`config.mk`:
```
export PLATFORM = sky130hd
export DESIGN_NAME = dcache_ctrl
export DESIGN_NICKNAME = d
export VERILOG_FILES = /design/src/rtl/dcache_pkg.sv /design/src/rtl/dcache_store_align.sv /design/src/rtl/dcache_ctrl.sv
export SDC_FILE = /design/constraint.sdc
export NUM_CORES = 2
export LEC_CHECK = 0
export ABC_AREA = 1
export CAP_MARGIN = 20
export CORE_MARGIN = 1.5
export CORE_UTILIZATION = 25
export CTS_CLUSTER_DIAMETER = 80
export DETAILED_ROUTE_END_ITERATION = 16
export HOLD_SLACK_MARGIN = 0.1
export PLACE_DENSITY = 0.4
export SETUP_SLACK_MARGIN = 0.02
export SYNTH_ARGS = -nofsm -noshare
export SYNTH_HDL_FRONTEND = slang
export SYNTH_SLANG_ARGS = --single-unit
```
`constraint.sdc`:
```
create_clock -name clk -period 9.2 [get_ports clk]
set_input_delay 1.84 -clock clk [delete_from_list [all_inputs] [get_ports clk]]
set_output_delay 1.84 -clock clk [all_outputs]
set_load 0.01 [all_outputs]
```
`src/rtl/dcache_pkg.sv`:
```
// Shared types and width helpers for the direct-mapped write-through data cache.
package dcache_pkg;

    typedef enum logic [1:0] {
        IDLE,
        REFILL,
        WRITE,
        DONE
    } state_t;

    localparam logic [2:0] F3_B  = 3'b000;
    localparam logic [2:0] F3_H  = 3'b001;
    localparam logic [2:0] F3_W  = 3'b010;
    localparam logic [2:0] F3_BU = 3'b100;
    localparam logic [2:0] F3_HU = 3'b101;

    function automatic int offset_w(input int words_per_line);
        return $clog2(words_per_line);
    endfunction

    function automatic int index_w(input int lines);
        return $clog2(lines);
    endfunction

    // Remaining address bits above the byte, word and index fields.
    function automatic int tag_w(input int lines, input int words_per_line);
        return 30 - $clog2(lines) - $clog2(words_per_line);
    endfunction

endpackage

```
`src/rtl/dcache_store_align.sv`:
```
// Store lane alignment: byte enables and lane-replicated data for SB/SH/SW.
module dcache_store_align
    import dcache_pkg::*;
(
    input  logic [2:0]  f3,
    input  logic [1:0]  addr_lo,
    input  logic [31:0] wdata,
    output logic [3:0]  wstrb,
    output logic [31:0] wdata_rep
);

    always_comb begin
        wstrb     = 4'b1111;
        wdata_rep = wdata;
        case (f3)
            F3_B, F3_BU: begin
                wstrb     = 4'b0001 << addr_lo;
                wdata_rep = {4{wdata[7:0]}};
            end
            F3_H, F3_HU: begin
                wstrb     = addr_lo[1] ? 4'b1100 : 4'b0011;
                wdata_rep = {2{wdata[15:0]}};
            end
            default: ;
        endcase
    end

endmodule

```
`src/rtl/dcache_ctrl.sv`:
```
// Direct-mapped, write-through, no-write-allocate data cache controller for the M stage.
module dcache_ctrl
    import dcache_pkg::*;
#(
    parameter int LINES          = 16,
    parameter int WORDS_PER_LINE = 4
) (
    input  logic        clk,
    input  logic        rst,
    input  logic        core_req,
    input  logic        core_we,
    input  logic [2:0]  core_f3,
    input  logic [31:0] core_addr,
    input  logic [31:0] core_wdata,
    output logic [31:0] core_rdata,
    output logic        waiting,
    output logic        mem_req,
    output logic        mem_we,
    output logic [31:0] mem_addr,
    output logic [31:0] mem_wdata,
    output logic [3:0]  mem_wstrb,
    input  logic        mem_ready,
    input  logic [31:0] mem_rdata
);

    localparam int OFF_W  = offset_w(WORDS_PER_LINE);
    localparam int IDX_W  = index_w(LINES);
    localparam int TAG_W  = tag_w(LINES, WORDS_PER_LINE);
    localparam int TAG_LO = 2 + OFF_W + IDX_W;

    state_t             state;
    logic [31:2]        req_addr;
    logic [OFF_W-1:0]   beat;
    logic [OFF_W-1:0]   next_beat;
    logic [LINES-1:0]   valid;
    logic [TAG_W-1:0]   tags [LINES];
    logic [31:0]        data [LINES][WORDS_PER_LINE];

    logic [TAG_W-1:0]   c_tag, r_tag;
    logic [IDX_W-1:0]   c_idx, r_idx;
    logic [OFF_W-1:0]   c_off, r_off;
    logic               c_hit, r_hit;
    logic               start_fill, start_write, last_beat, fill_we, merge_we;
    logic [3:0]         st_strb;
    logic [31:0]        st_data;

    assign c_tag = core_addr[31 -: TAG_W];
    assign c_idx = core_addr[TAG_LO-1 -: IDX_W];
    assign c_off = core_addr[2 +: OFF_W];
    assign c_hit = valid[c_idx] && (tags[c_idx] == c_tag);

    assign r_tag = req_addr[31 -: TAG_W];
    assign r_idx = req_addr[TAG_LO-1 -: IDX_W];
    assign r_off = req_addr[2 +: OFF_W];
    assign r_hit = valid[r_idx] && (tags[r_idx] == r_tag);

    assign start_fill  = (state == IDLE) && core_req && !core_we && !c_hit;
    assign start_write = (state == IDLE) && core_req && core_we;
    assign waiting     = start_fill || start_write || (state == REFILL) || (state == WRITE);
    assign next_beat   = beat + 1'b1;
    assign last_beat   = &beat;
    assign fill_we     = (state == REFILL) && mem_ready;
    assign merge_we    = (state == WRITE) && mem_ready && r_hit;

    assign core_rdata  = (core_req && !waiting && c_hit) ? data[c_idx][c_off] : 32'h0;

    dcache_store_align u_align (
        .f3        (core_f3),
        .addr_lo   (core_addr[1:0]),
        .wdata     (core_wdata),
        .wstrb     (st_strb),
        .wdata_rep (st_data)
    );

    // The line's valid bit drops when its refill starts, so an interrupted refill never hits.
    always_ff @(posedge clk or posedge rst) begin
        if (rst) begin
            state     <= IDLE;
            valid     <= '0;
            beat      <= '0;
            req_addr  <= '0;
            mem_req   <= 1'b0;
            mem_we    <= 1'b0;
            mem_addr  <= '0;
            mem_wdata <= '0;
            mem_wstrb <= '0;
        end else begin
            case (state)
                IDLE: begin
                    if (start_fill) begin
                        req_addr     <= core_addr[31:2];
                        beat         <= '0;
                        valid[c_idx] <= 1'b0;
                        mem_req      <= 1'b1;
                        mem_we       <= 1'b0;
                        mem_addr     <= {core_addr[31:2+OFF_W], {OFF_W{1'b0}}, 2'b00};
                        state        <= REFILL;
                    end else if (start_write) begin
                        req_addr  <= core_addr[31:2];
                        mem_req   <= 1'b1;
                        mem_we    <= 1'b1;
                        mem_addr  <= {core_addr[31:2], 2'b00};
                        mem_wdata <= st_data;
                        mem_wstrb <= st_strb;
                        state     <= WRITE;
                    end
                end
                REFILL: begin
                    if (mem_ready) begin
                        beat     <= next_beat;
                        mem_addr <= {req_addr[31:2+OFF_W], next_beat, 2'b00};
                        if (last_beat) begin
                            valid[r_idx] <= 1'b1;
                            mem_req      <= 1'b0;
                            state        <= DONE;
                        end
                    end
                end
                WRITE: begin
                    if (mem_ready) begin
                        mem_req   <= 1'b0;
                        mem_we    <= 1'b0;
                        mem_wdata <= '0;
                        mem_wstrb <= '0;
                        state     <= DONE;
                    end
                end
                DONE:    state <= IDLE;
                default: state <= IDLE;
            endcase
        end
    end

    // The store merge reuses the aligned strobes and data already held on the memory port.
    always_ff @(posedge clk) begin
        if (fill_we) begin
            data[r_idx][beat] <= mem_rdata;
            if (last_beat) tags[r_idx] <= r_tag;
        end
        if (merge_we) begin
            for (int b = 0; b < 4; b++) begin
                if (mem_wstrb[b]) data[r_idx][r_off][8*b +: 8] <= mem_wdata[8*b +: 8];
            end
        end
    end

endmodule
```
==> impl_metrics.env <==
export IMPL_run_status="finished clean"
export IMPL_avgSynthCellArea_um2=12.9
export IMPL_cp_data_arrival_time_ps=6500
export IMPL_io_pins=207
export IMPL_gr_usage_met3=0.0238
export IMPL_criticalPathCategory="in2out"
export IMPL_path_max_fanout=33
export IMPL_layout_area_seq_um2=76000
export IMPL_via_count_of_the_first_global_routing_pass=69300
export IMPL_drt_total_wl_mm=394
export IMPL_multiInputGateArea_um2=24700
export IMPL_synthDistinctLibCells=44
export IMPL_cap_violations=0
export IMPL_synth_cell_area_um2=103000
export IMPL_grt_util_all_layers=0.183
export IMPL_synth_edff_count=2432
export IMPL_ant_nets=0
export IMPL_fmax_ghz=0.120
export IMPL_hpwlAfterDp_mm=247
export IMPL_count_of_final_setup_violators=0
export IMPL_detailroute_via_count=70700
export IMPL_synthArstFlopShare=0.0463
export IMPL_route_detailed_drc=0
export IMPL_fin_crit_sh=0.906
export IMPL_nets=8409
export IMPL_globalRouteMet1Util=0.238
export IMPL_final_hold_worst_slack_ps=469
export IMPL_wl_per_cell_um=28.2
export IMPL_hold_viol_final=0
export IMPL_rows=235
export IMPL_post_cts_resized=0
export IMPL_initial_utilization=0.252
export IMPL_critical_path_startpoint="core_addr[6]"
export IMPL_fraction_of_layout_instances_using_a_drive_strength_above_1=0.103
export IMPL_clock_tree_from_tritoncts="yes"
export IMPL_met2_usage=0.315
export IMPL_vdd_ir_drop_worst_mv=0.163
export IMPL_grt_pass1_wl_mm=547
export IMPL_grt_remaining_overflow=0
export IMPL_combinationalPowerShare=0.182
export IMPL_die_width_um=645
export IMPL_timing_critical_path_required_ps=7360
export IMPL_leakage_uw=0.0403
export IMPL_swShare=0.314
export IMPL_portBuffers=203
export IMPL_rr_worst_depth=15
export IMPL_seq_area_frac_synth=0.736
export IMPL_h_tree_depth=5
export IMPL_top_usage_layer="met2"
export IMPL_final_setup_skew_ps=113
export IMPL_cts_hold_buf=0
export IMPL_numClockSinks=2550
export IMPL_rr_startpoint="req_addr[5]"
export IMPL_filler_cell_count=41300
export IMPL_drtIter0Drc=7183
export IMPL_min_delay_path_depth=2
export IMPL_timing_critical_path_to_type="output port"
export IMPL_clk_root_buffer_cell="clkbuf_16"
export IMPL_cts_buffer_depth=4
export IMPL_synth_top_cells_by_area="edfxtp_1 (71%), nand2_1 (6.3%), o22ai_1 (5.5%)"
export IMPL_clkPwrFrac=0.368
export IMPL_dr_pass1_iters=6
export IMPL_synth_warn=0
export IMPL_layout_commonest_cell="edfxtp_1"
export IMPL_power_switching_uw=9750
export IMPL_gp_routability_congestion=0.818
export IMPL_via_per_inst=5.05
export IMPL_area_share_of_the_largest_cell_type_after_synthesis=0.708
export IMPL_final_setup_tns_ps=0
export IMPL_cts_reportedPaths_clkPinSlew_ps=50
export IMPL_layout_min_cycle_time_ps=8340
export IMPL_layout_common_cells="edfxtp_1 (2432), nand2_1 (1724), o22ai_1 (911)"
export IMPL_power_frac_seq=0.450
export IMPL_floorplan_die_area_um2=417000
export IMPL_power_per_cell_area_nw_per_um2=254
export IMPL_cell_type_contributing_the_most_total_cell_area_after_synthesis="edfxtp_1"
export IMPL_antenna_found_initial=25
export IMPL_floorplan_core_area_um2=410000
export IMPL_tightestPinTransition_ps=1160
export IMPL_post_synth_inst_count=8011
export IMPL_die_h_um=645
export IMPL_cell_internal_power_dissipation_uw=21400
export IMPL_yosys_register_bits=2550
export IMPL_synth_main_ff_cell="edfxtp_1"
export IMPL_postCtsSetupRepairBufs=0
export IMPL_rsz_0062_raised_after_global_routing="false"
export IMPL_path_type_of_the_worst_min_delay_path="reg2reg"
export IMPL_setup_worst_path_start_class="input pin"
export IMPL_timing_max_transition_violations_final=0
export IMPL_worstSkewPairLatency_ps=950
export IMPL_timing_slew_headroom=0.223
export IMPL_hp_start="mem_addr[11]"
export IMPL_grt_max_degree=124
export IMPL_post_synthesis_to_final_layout_area_growth_pct=18.7
export IMPL_cts_inserted_buffers=300
==> power groups by stage <==
stage          logic, uW  registers [uW]  clock network, uW
4_1_cts             5670           14000              11700
6_report            5660           14000              11400
5_1_grt             6030           14000              12100
2_1_floorplan       2750           13900                  0
3_3_place_gp        5620           14200                  0
3_5_place_dp        5650           14300                  0
==> final timing paths <==
check                      slack, ps        endpoint
max in group asynchronous       5950    mem_addr[18]
hold reg to reg                  470    mem_addr[11]
hold / removal                   470    mem_addr[11]
setup / recovery                 860  core_rdata[21]
min in group asynchronous       1370   mem_wdata[28]
setup reg to reg                2370     data[11][9]
==> layout make-up <==
type | count | area share
repair buffers | 562 | 0.0419
clock buffers | 408 | 0.0665
well taps | 5451 | 0.0557
flip-flops and latches | 2550 | 0.621
inverters | 127 | 0.00409
diodes | 6 | 0.000123
multi-input cells | 4756 | 0.202
clock inverters | 134 | 0.00955
==> per-stage QoR <==
step	power (uW)	util	instance area (um^2)	setup WS, ps	cells
floorplan	16700	-	103000	3290	8012
global placement	19800	0.275	113000	709	13400
detailed placement	19900	0.275	113000	861	13400
finish	31100	0.299	122000	865	14000
CTS	31400	0.298	122000	828	14000
global route	32200	0.298	122000	637	14000
==> Yosys cell counts, types with 2 or more instances <==
master,count
nand4_1,203
o21bai_1,2
o211ai_1,13
a21oi_1,297
a31oi_1,9
buf_2,63
nand3_2,9
a41oi_1,13
nand3_1,216
buf_6,11
o2111ai_1,5
dfrtp_1,118
inv_1,100
and3_1,2
o22a_1,55
o21ai_0,594
nand2_1,1730
clkinv_1,20
inv_2,7
o221ai_1,86
nor2_1,248
nand4_4,10
ha_1,8
o21a_1,26
clkbuf_1,399
a22oi_1,196
edfxtp_1,2432
nor3_1,48
buf_4,14
a221oi_1,16
o22ai_1,911
nand3b_1,13
o21ai_1,29
nor2_2,3
nor2_4,4
a211oi_1,2
buf_1,92
==> registers in the layout, indices dropped and copies added (netlist names) <==
name / count
beat: 2
data: 2048
mem_addr: 30
mem_req: 1
mem_wdata: 32
mem_we: 1
mem_wstrb: 4
req_addr: 30
state: 2
tags: 384
valid: 16
==> cells by family (layout without fill, tap and decap cells) <==
logic type | after synthesis | after routing | share of synthesized area
buf+inv | 706 | 1231 | 0.0278
flops | 2550 | 2550 | 0.736
other cells | 1 | 8 | 0.0000363
xor+xnor | 1 | 1 | 0.0000849
simple gates | 2490 | 2490 | 0.102
fa+ha+maj | 8 | 8 | 0.000970
compound gates | 2255 | 2255 | 0.133
==> metal layers <==
layer / routed length [um] / up-vias
met5: 0 / -
met4: 13100 / 0
met3: 21900 / 576
met2: 195000 / 2397
met1: 165000 / 36500
li1: - / 31200
==> critical path: stages <==
cell and delay, ps:
clkdlybuf4s50_1 460, buf_4 250, inv_1 260, nor2_4 710
buf_12 270, nand2_1 70, nand2_1 80, o21ai_0 80
nand2_1 190, nand2_1 70, nor2_1 90, nand2_1 120
nor2_1 110, nand2_1 210, nand2_2 280, nand3b_1 180
buf_12 240, nor3_1 240, clkdlybuf4s50_1 580
Power figures use the tool's default switching activity.
